File: src/rtl/dram_pkg.sv
// ============================================================================
// Module : dram_pkg
// Brief  : Shared DRAM access-state encoding and beat/width helper functions.
// Rev    : 1.0 - initial release
// ============================================================================
`default_nettype none

package dram_pkg;

  // Access-state encoding shared with the DRAM access controller
  localparam logic [2:0] ST_RESET   = 3'b000;
  localparam logic [2:0] ST_PARAMS  = 3'b001;
  localparam logic [2:0] ST_WEIGHTS = 3'b010;
  localparam logic [2:0] ST_SIGNALS = 3'b011;
  localparam logic [2:0] ST_INPUTS  = 3'b100;
  localparam logic [2:0] ST_FILLED  = 3'b101;

  function automatic int beats_for(input int width, input int beat_w);
    return (width + beat_w - 1) / beat_w;
  endfunction

  function automatic int max2(input int a, input int b);
    return (a > b) ? a : b;
  endfunction

  function automatic logic is_active(input logic [2:0] st);
    return (st == ST_PARAMS) || (st == ST_WEIGHTS) ||
           (st == ST_SIGNALS) || (st == ST_INPUTS);
  endfunction

  // Entry widths for the default array geometry
  localparam int DEF_WEIGHT_ENTRY_W = 8 * 16;
  localparam int DEF_INPUT_ENTRY_W  = 8 * 16;
  localparam int DEF_SIGNAL_ENTRY_W = 100;
  localparam int DEF_PARAM_ENTRY_W  = 50;

endpackage : dram_pkg

`default_nettype wire

File: src/rtl/beat_assembler.sv
// ============================================================================
// Module : beat_assembler
// Brief  : Little-endian beat collector with a per-entry beat counter.
// Rev    : 1.0 - initial release
// ============================================================================
`default_nettype none

module beat_assembler #(
  parameter int W         = 32,
  parameter int MAX_BEATS = 4,
  parameter int CNT_W     = 3
) (
  input  logic                   clk_i,
  input  logic                   rst_i,
  input  logic [W-1:0]           beat_i,
  input  logic                   valid_i,
  input  logic                   clear_i,
  input  logic [CNT_W-1:0]       beats_needed_i,
  output logic [W*MAX_BEATS-1:0] word_o,
  output logic                   done_o
);

  logic [W*MAX_BEATS-1:0] acc_q, acc_d;
  logic [CNT_W-1:0]       cnt_q, cnt_d;
  logic [W*MAX_BEATS-1:0] base;
  logic [W*MAX_BEATS-1:0] merged;
  logic [CNT_W-1:0]       idx;

  // A clear and a beat in the same cycle start a fresh entry with that beat
  always_comb begin
    base   = clear_i ? '0 : acc_q;
    idx    = clear_i ? '0 : cnt_q;
    merged = base;
    for (int b = 0; b < MAX_BEATS; b++) begin
      if (valid_i && (idx == CNT_W'(b))) begin
        merged[b*W +: W] = beat_i;
      end
    end
    done_o = valid_i && (idx == (beats_needed_i - CNT_W'(1)));
    acc_d  = base;
    cnt_d  = idx;
    if (valid_i) begin
      if (done_o) begin
        acc_d = '0;
        cnt_d = '0;
      end else begin
        acc_d = merged;
        cnt_d = idx + CNT_W'(1);
      end
    end
    word_o = merged;
  end

  always_ff @(posedge clk_i or posedge rst_i) begin
    if (rst_i) begin
      acc_q <= '0;
      cnt_q <= '0;
    end else begin
      acc_q <= acc_d;
      cnt_q <= cnt_d;
    end
  end

endmodule : beat_assembler

`default_nettype wire

File: src/rtl/dram_word_packer.sv
// ============================================================================
// Module : dram_word_packer
// Brief  : Packs DRAM read beats into parameter/weight/signal/input entries.
//          Optional byte reversal of each beat: DRAM_PACKER_BYTE_SWAP_EN.
// Rev    : 1.0 - initial release
// ============================================================================
`default_nettype none

module dram_word_packer
  import dram_pkg::*;
#(
  parameter int DATA_IN_DRAM_WIDTH       = 32,
  parameter int PARAMETERS_WIDTH         = 50,
  parameter int ROM_SIG_WIDTH            = 100,
  parameter int N_ROWS_ARRAY             = 16,
  parameter int I_WIDTH                  = 8,
  parameter int F_WIDTH                  = 8,
  parameter int SIG_ADDRS_WIDTH          = 16,
  parameter int INPUT_FEATURE_ADDR_WIDTH = 16
) (
  input  logic                                 clk_i,
  input  logic                                 general_rst_i,
  input  logic [2:0]                           dram_access_state_i,
  input  logic [DATA_IN_DRAM_WIDTH-1:0]        dram_rd_data_i,
  input  logic                                 dram_rd_valid_i,
  input  logic [SIG_ADDRS_WIDTH-1:0]           weight_wr_address_i,
  input  logic [SIG_ADDRS_WIDTH-1:0]           signal_wr_address_i,
  input  logic [INPUT_FEATURE_ADDR_WIDTH-1:0]  input_wr_address_i,
  output logic [PARAMETERS_WIDTH-1:0]          params_o,
  output logic                                 params_valid_o,
  output logic                                 weight_we_o,
  output logic                                 signal_we_o,
  output logic                                 input_we_o,
  output logic [max2(SIG_ADDRS_WIDTH, INPUT_FEATURE_ADDR_WIDTH)-1:0] wr_addr_o,
  output logic [max2(max2(I_WIDTH*N_ROWS_ARRAY, F_WIDTH*N_ROWS_ARRAY),
                     ROM_SIG_WIDTH)-1:0]       wr_data_o
);

  localparam int W           = DATA_IN_DRAM_WIDTH;
  localparam int WEIGHT_W    = F_WIDTH * N_ROWS_ARRAY;
  localparam int INPUT_W     = I_WIDTH * N_ROWS_ARRAY;
  localparam int BEATS_PARAM = beats_for(PARAMETERS_WIDTH, W);
  localparam int BEATS_WGT   = beats_for(WEIGHT_W, W);
  localparam int BEATS_SIG   = beats_for(ROM_SIG_WIDTH, W);
  localparam int BEATS_INP   = beats_for(INPUT_W, W);
  localparam int MAX_BEATS   = max2(max2(BEATS_PARAM, BEATS_WGT), max2(BEATS_SIG, BEATS_INP));
  localparam int ASM_W       = W * MAX_BEATS;
  localparam int CNT_W       = $clog2(MAX_BEATS) + 1;
  localparam int ADDR_W      = max2(SIG_ADDRS_WIDTH, INPUT_FEATURE_ADDR_WIDTH);
  localparam int DATA_W      = max2(max2(INPUT_W, WEIGHT_W), ROM_SIG_WIDTH);

  logic [W-1:0] beat_in;

`ifdef DRAM_PACKER_BYTE_SWAP_EN
  for (genvar i = 0; i < W / 8; i++) begin : g_swap
    assign beat_in[8*i +: 8] = dram_rd_data_i[W-8-8*i +: 8];
  end
`else
  assign beat_in = dram_rd_data_i;
`endif

  logic [2:0]            state_prev_q, state_prev_d;
  logic                  active;
  logic                  asm_clear;
  logic                  asm_valid;
  logic                  asm_done;
  logic [CNT_W-1:0]      beats_needed;
  logic [ASM_W-1:0]      asm_word;
  logic [DATA_W-1:0]     entry;

  logic [PARAMETERS_WIDTH-1:0] params_q, params_d;
  logic                        params_valid_q, params_valid_d;
  logic                        weight_we_q, weight_we_d;
  logic                        signal_we_q, signal_we_d;
  logic                        input_we_q, input_we_d;
  logic [ADDR_W-1:0]           wr_addr_q, wr_addr_d;
  logic [DATA_W-1:0]           wr_data_q, wr_data_d;

  // Any state change drops a partial entry; idle states keep it cleared
  always_comb begin
    state_prev_d = dram_access_state_i;
    active       = is_active(dram_access_state_i);
    asm_clear    = (dram_access_state_i != state_prev_q) || !active;
    asm_valid    = dram_rd_valid_i && active;
    case (dram_access_state_i)
      ST_PARAMS:  beats_needed = CNT_W'(BEATS_PARAM);
      ST_WEIGHTS: beats_needed = CNT_W'(BEATS_WGT);
      ST_SIGNALS: beats_needed = CNT_W'(BEATS_SIG);
      ST_INPUTS:  beats_needed = CNT_W'(BEATS_INP);
      default:    beats_needed = CNT_W'(MAX_BEATS);
    endcase
  end

  beat_assembler #(
    .W         (W),
    .MAX_BEATS (MAX_BEATS),
    .CNT_W     (CNT_W)
  ) u_asm (
    .clk_i          (clk_i),
    .rst_i          (general_rst_i),
    .beat_i         (beat_in),
    .valid_i        (asm_valid),
    .clear_i        (asm_clear),
    .beats_needed_i (beats_needed),
    .word_o         (asm_word),
    .done_o         (asm_done)
  );

  always_comb begin
    entry = '0;
    case (dram_access_state_i)
      ST_WEIGHTS: entry[WEIGHT_W-1:0]      = asm_word[WEIGHT_W-1:0];
      ST_SIGNALS: entry[ROM_SIG_WIDTH-1:0] = asm_word[ROM_SIG_WIDTH-1:0];
      ST_INPUTS:  entry[INPUT_W-1:0]       = asm_word[INPUT_W-1:0];
      default:    entry = '0;
    endcase

    params_d       = params_q;
    params_valid_d = params_valid_q;
    weight_we_d    = 1'b0;
    signal_we_d    = 1'b0;
    input_we_d     = 1'b0;
    wr_addr_d      = wr_addr_q;
    wr_data_d      = wr_data_q;

    if (dram_access_state_i == ST_RESET) begin
      params_d       = '0;
      params_valid_d = 1'b0;
    end

    if (asm_done) begin
      case (dram_access_state_i)
        ST_PARAMS: begin
          params_d       = asm_word[PARAMETERS_WIDTH-1:0];
          params_valid_d = 1'b1;
        end
        ST_WEIGHTS: begin
          weight_we_d = 1'b1;
          wr_addr_d   = ADDR_W'(weight_wr_address_i);
          wr_data_d   = entry;
        end
        ST_SIGNALS: begin
          signal_we_d = 1'b1;
          wr_addr_d   = ADDR_W'(signal_wr_address_i);
          wr_data_d   = entry;
        end
        ST_INPUTS: begin
          input_we_d = 1'b1;
          wr_addr_d  = ADDR_W'(input_wr_address_i);
          wr_data_d  = entry;
        end
        default: ;
      endcase
    end
  end

  always_ff @(posedge clk_i or posedge general_rst_i) begin
    if (general_rst_i) begin
      state_prev_q   <= ST_RESET;
      params_q       <= '0;
      params_valid_q <= 1'b0;
      weight_we_q    <= 1'b0;
      signal_we_q    <= 1'b0;
      input_we_q     <= 1'b0;
      wr_addr_q      <= '0;
      wr_data_q      <= '0;
    end else begin
      state_prev_q   <= state_prev_d;
      params_q       <= params_d;
      params_valid_q <= params_valid_d;
      weight_we_q    <= weight_we_d;
      signal_we_q    <= signal_we_d;
      input_we_q     <= input_we_d;
      wr_addr_q      <= wr_addr_d;
      wr_data_q      <= wr_data_d;
    end
  end

  assign params_o       = params_q;
  assign params_valid_o = params_valid_q;
  assign weight_we_o    = weight_we_q;
  assign signal_we_o    = signal_we_q;
  assign input_we_o     = input_we_q;
  assign wr_addr_o      = wr_addr_q;
  assign wr_data_o      = wr_data_q;

endmodule : dram_word_packer

`default_nettype wire

File: config.mk
export PLATFORM = sky130hd
export DESIGN_NAME = dram_word_packer
export DESIGN_NICKNAME = d
export VERILOG_FILES = /design/src/rtl/dram_pkg.sv /design/src/rtl/beat_assembler.sv /design/src/rtl/dram_word_packer.sv
export SDC_FILE = /design/constraint.sdc
export NUM_CORES = 1
export LEC_CHECK = 0
export ABC_CLOCK_PERIOD_IN_PS = 16500
export BUFFER_PORTS_ARGS = -buffer_cell sky130_fd_sc_hd__buf_2
export CAP_MARGIN = 10
export CORE_MARGIN = 3
export CORE_UTILIZATION = 55
export CTS_CLUSTER_DIAMETER = 30
export CTS_CLUSTER_SIZE = 20
export DETAILED_ROUTE_END_ITERATION = 16
export PLACE_DENSITY_LB_ADDON = 0.25
export REMOVE_ABC_BUFFERS = 1
export SLEW_MARGIN = 20
export SYNTH_ARGS = -nofsm -noshare
export SYNTH_HDL_FRONTEND = slang
export SYNTH_SLANG_ARGS = --single-unit
File: constraint.sdc
create_clock -name clk_i -period 16.5 [get_ports clk_i]
set_input_delay 3.3 -clock clk_i [delete_from_list [all_inputs] [get_ports clk_i]]
set_output_delay 3.3 -clock clk_i [all_outputs]
set_load 0.01 [all_outputs]
==> Yosys cells after proc, flatten, opt, wreduce, memory -nomap -nowiden <==
Index checks and enable logic that the tools add are counted.
{ "classes": {"add_sub_neg": 2, "eq_ne": 9, "muxes": 25, "reduce_logical": 18} }
{ "op_table": {"columns": ["cell", "n"], "rows": [
  ["2-to-1 mux 128 bit", 3],
  ["2-to-1 mux 50 bit", 3],
  ["2-to-1 mux 32 bit", 4],
  ["one-hot mux 16 bit (3 select lines)", 1],
  ["2-to-1 mux 28 bit", 1],
  ["== test 3 x 2 -> 1 bit (second input constant)", 4],
  ["2-to-1 mux 3 bit", 4],
  ["2-to-1 mux 1 bit", 9],
  ["== test 3 x 1 -> 1 bit (second input constant)", 2],
  ["logical AND 1 bit", 6],
  ["logical NOT 3 bit", 2],
  ["logical OR 1 bit", 4],
  ["AND reduction 2 bit", 2],
  ["adder 3 x 1 -> 3 bit (second input constant)", 1],
  ["== test 3 bit", 1],
  ["== test 3 bit (second input constant)", 1],
  ["inequality test 3 bit", 1],
  ["nonzero test 3 bit", 1],
  ["OR reduction 3 bit", 1],
  ["subtractor 3 x 1 -> 3 bit (second input constant)", 1],
  ["OR reduction 2 bit", 1],
  ["logical NOT 1 bit", 1]
]} }
{ "totals": {"register_bits": 332, "in_bits": 86, "output_inout_bits": 198, "wordCells": 64} }

==> Depth between registers and ports, before layout <==
{ "logic_depth": {"word_depth": 12, "depth_mapped": 12, "mapped_depth_nobuf": 9} }

==> By module <==
From an unflattened synthesis, not the netlist that was laid out.
{ "unflattened": {"cells_unflattened": 1377, "area_unflattened_um2": 15174.6} }
{ "modules_own_cells": {"columns": ["mod", "instances", "cells_each", "area_each_um2", "seq_area_each_um2"], "rows": [
  ["dram_word_packer", 1, 656, 8261.7, 5029.8],
  ["beat_assembler", 1, 721, 6912.9, 3278.1]
]} }

==> Worst setup path after synthesis <==
Ideal clock, no wire load.
{ "synth_path": {"path_type": "input -> register", "from": "input port dram_access_state_i[1]", "to": "register wr_data_q[100], in the netlist wr_data_o[100]", "setup_time_ps": 121, "t_arrival_ps": 5536, "t_required_ps": 16379, "setup_slack_ps": 10842, "cell_stages": 11, "n_path_buf": 3, "path_cell_list": "buf_2 xor2_1 o32ai_2 or2_2 clkbuf_1 and3_1 ha_1 nand4_1 clkbuf_1 mux2i_1 o2bb2ai_1"} }
{ "synth_via": {"elab_chain_cells": 11, "elab_cells_between_ends": 24, "classes_between": "add/sub (1); eq/ne (7); mux (5); reduce/logical (11)"} }
{ "synth_rtl": {"columns": ["element", "line_no", "rtl"], "rows": [
  ["start: declaration", "dram_word_packer.sv:23", "input logic [2:0] dram_access_state_i,"],
  ["== test 3 x 1 -> 1 bit / == test 3 x 2 -> 1 bit (equally long branches)", null, null],
  ["logical OR 1 bit (2 in a row)", "dram_pkg.sv:27", "return (st == ST_PARAMS) || (st == ST_WEIGHTS) ||"],
  ["logical OR 1 bit", "dram_pkg.sv:28", "(st == ST_SIGNALS) || (st == ST_INPUTS);"],
  ["logical NOT 1 bit", "dram_word_packer.sv:83", "asm_clear = (dram_access_state_i != state_prev_q) || !active;"],
  ["logical OR 1 bit", "dram_word_packer.sv:83", null],
  ["2-to-1 mux 3 bit", "beat_assembler.sv:32", "idx = clear_i ? '0 : cnt_q;"],
  ["== test 3 x 2 -> 1 bit", "beat_assembler.sv:35", "if (valid_i && (idx == CNT_W'(b))) begin"],
  ["logical AND 1 bit", "beat_assembler.sv:35", null],
  ["2-to-1 mux 32 bit", "beat_assembler.sv:35", null],
  ["2-to-1 mux 28 bit", "dram_word_packer.sv:111", "case (dram_access_state_i)"],
  ["end signal: assignment", "dram_word_packer.sv:175", "wr_data_q <= wr_data_d;"],
  ["end: declaration", "dram_word_packer.sv:77", "logic [DATA_W-1:0] wr_data_q, wr_data_d;"]
]} }
Parallel ways exist; a longest one is shown, timed or not.
A chain may end at the register's enable or synchronous reset.

==> Worst setup path in the final report <==
{ "layout_path": {"from": "input port dram_access_state_i[2]", "to": "register wr_data_q[37], in the netlist wr_data_o[37]"} }
{ "layout_via": {"elab_chain_cells": 10, "elab_cells_between_ends": 22, "classes_between": "add/sub (1); eq/ne (7); mux (4); reduce/logical (10)"} }
{ "layout_rtl": {"columns": ["element"], "rows": [
  ["branches (longest 10 deep; another with subtractor 3 x 1 -> 3 bit)"]
]} }
Several ways; the timed one is not identified.

==> impl_results.md <==
* Period Utilization, post-route at 0.374
* Setup CP Type: input port to flip-flop
* Final Hold Slack at 0.485 ns
* Initial DRC Count at 1,110
* Critical path arrival at 6.55 ns
* Layout area overhead at 26.2%
* Sink Count at 332
* I/O pins at 284
* Final core occ at 0.710
* # setup viols final at 0
* Yosys reg bits at 332
* Worst reg2reg startpoint: state_prev_q[1]
* Synth Area in Simple Gates at 0.0555
* Routed len/inst at 22.1 um
* Max_slew headroom at 0.217
* Non-filler cells, final at 1,808
* Crit-path max cell delay at 0.79 ns
* Post-synthesis compound-gate area fraction at 0.228
* Worst-path maximum fanout at 84
* Core ar. at 24,400 um2
* Cell leakage power at 8.67 nW
* Row Count at 57
* Post-synthesis sequential area ratio at 0.605
* Worst R2R End: wr_data_o[37]
* ANT nets after route at 0
* TritonCTS clock tree: built
* DR vias at 11,135
* Startpoint kind of the worst setup timing path: input port
* Max Root-Sink Buffers at 3
* CTS HTree Levels at 2
* Layout cells sized above 1 at 0.282
* CP Data Required Time at 16.89 ns
* Power density cells at 123 nW/um2
* Crit-path slowest cell: buf_4
* WHS Endpoint: wr_data_o[103]
* Latest clock arrival within the worst-skew pair at 0.56 ns
* Nets at 1,526
* Crit-path cells: buf_2 > nor3b_2 > and3_1 > o2111ai_4 > or2_4 > buf_4 > o21ai_0
* Vias in the first global route at 11,310
* Netlist cell types at 43
* Total Wirelength at 40.0 mm
* First-pass GRT wire length at 62.1 mm
* # port buffers at 283
* Worst hold path depth at 1
* Total power at 2.13 mW
* RePlAce Congestion at 0.778
* Worst Tran Pin Value at 1.17 ns
* Total of max-cap violations at 0
* Post-placement cell count at 1,704
* Die footprint at 26,900 um2
* Fin Setup TNS at 0 ns
* Mux cell area share after synthesis at 0.0671
* Gr ovfl total at 0
* GRT Util Overall at 0.293
* Clock tree root driver cell: clkbuf_16
* Mapped Cells at 1,198
* Max Slew Vio Count at 0
* Hold_buf cts at 0
* 1st-pass router iterations at 5
* Hold path startpoint: wr_data_o[103]
* Mapped cell area at 13,700 um2
* Async SR Flop Fraction at 1.00
* Clock Skew at 0.0239 ns
* Post_cts resized at 0
* Die width at 164 um
* CTS buffer count at 56
* Fmax at 162 MHz
* Worst setup margin at 10.34 ns
* VDD IR max at 0.0694 mV
* Post-DP HPWL at 23.2 mm
* Postcts setup bufs at 0
* XOR/XNOR Fraction of Synth Area at 0.00438
* Place WS at 9.77 ns
* Initial antenna violation count at 3
* DRC at 0
* Status: finished clean
* Synth Area in Adders at 0.000912
* Via/cell ratio at 6.16
* Critical path endpoint category: flip-flop
* Mapped Avg Cell Area at 11.5 um2
* Worst reg-to-reg path cell count at 6
* Final hold vios at 0
* Most used flip-flop cell after synthesis: dfrtp_1
* Largest net degree at the start of global routing at 192
* Die Ht at 164 um
* Flop-to-flop setup slack at 12.98 ns
* Design area at 17,300 um2
* Dpl cell area at 15,300 um2
* Post-synth EDFFs at 0
* Worst-path clk slew at 0.05 ns
* Period minus WS final at 6.16 ns
* Main combinational cell family by area after synthesis: compound AO/OA/AOI/OAI gates
* Unrepaired setup endpoints after global routing: no
* Starting Density at 0.563
* HP Class: flip-flop to flip-flop
* Synth warn at 0
-- cell usage after synthesis (all sizes together), types with 3 or more instances --
cell type	n	area, um2
and3	4	25.0
a21oi	22	110
o2bb2ai	28	245
dfrtp	332	8310
buf	39	235
nor2	39	146
or3	4	25.0
nand3	51	255
xnor2	4	35.0
a22o	112	981
a22oi	32	240
a2bb2oi	4	35.0
mux2i	92	921
nor3b	3	33.8
nor2b	4	25.0
nand2	44	165
and2	4	27.5
clkbuf	76	285
o21ai	284	1420
-- routing by layer --
layer / up-vias / wire (um) / GRT usage
li1: 4895 / - / -
met1: 5665 / 16600 / 0.390
met2: 497 / 19100 / 0.475
met3: 78 / 3060 / 0.0613
met4: 0 / 1190 / 0.112
met5: - / 0 / 0
-- cell usage in the layout (no fill, tap or decap), types with 7 or more instances in the layout --
cell,instances
dfrtp_1,332
bufinv_16,9
nand3_1,51
a22oi_1,32
buf_2,283
clkinvlp_4,7
mux2i_1,92
nand2_1,44
a21oi_1,17
a22o_1,112
o21ai_1,32
nor2_1,37
clkbuf_16,57
buf_4,12
clkbuf_8,9
o2bb2ai_1,28
o21ai_0,252
clkinv_2,7
-- cells by family (layout without fill, tap and decap cells) --
group           after synthesis  count (layout)
compound gates              490             490
xor+xnor                      6               6
fa+ha+maj                     1               1
mux                          92              92
simple gates                160             160
buf+inv                     117             402
other cells                   0               1
flops                       332             332
-- where the power goes --
| group | internal [mW] | leakage [nW] | total [mW] | switching (mW) |
|---|---|---|---|---|
| Sequential | 0.821 | 4.61 | 0.826 | 0.00430 |
| Combinational | 0.0237 | 3.09 | 0.0854 | 0.0617 |
| Clock | 0.813 | 0.966 | 1.22 | 0.402 |
-- worst max-delay path by stage --
stage | from | to | slack [ns] | cells past startpoint
after floorplan | general_rst_i | input_we_o | 4.00 | 1
after global placement | dram_access_state_i[1] | u_asm.acc_q[37] | 9.84 | 7
after detailed placement | dram_access_state_i[1] | u_asm.acc_q[35] | 9.77 | 7
after CTS | dram_access_state_i[1] | u_asm.acc_q[33] | 10.31 | 7
after global routing | dram_access_state_i[2] | wr_data_o[67] | 10.05 | 7
final | dram_access_state_i[2] | wr_data_o[37] | 10.34 | 7
-- state kept, by name, indices dropped and copies added (netlist names) --
signal	count
u_asm.acc_q	128
wr_data_o	128
params_o	50
wr_addr_o	16
state_prev_q	3
u_asm.cnt_q	3
input_we_o	1
params_valid_o	1
signal_we_o	1
weight_we_o	1
-- worst max-delay path, delay by kind of cell --
kind / cells / cell delay, ns
AND/OR/NAND/NOR: 3 / 1.21
buffers and inverters: 2 / 0.96
AO/OA/AOI/OAI: 2 / 1.02
-- cell type report --
cell class / instances / area (um2)
sequential: 332 / 8310
fill: 1787 / 7060
multi-input combinational: 749 / 5010
timing repair buffer: 298 / 1580
clock buffer: 72 / 1570
clock inverter: 30 / 430
tap: 324 / 405
inverter: 2 / 15.0
antenna: 1 / 2.50
(Power assumes the default switching activity.)
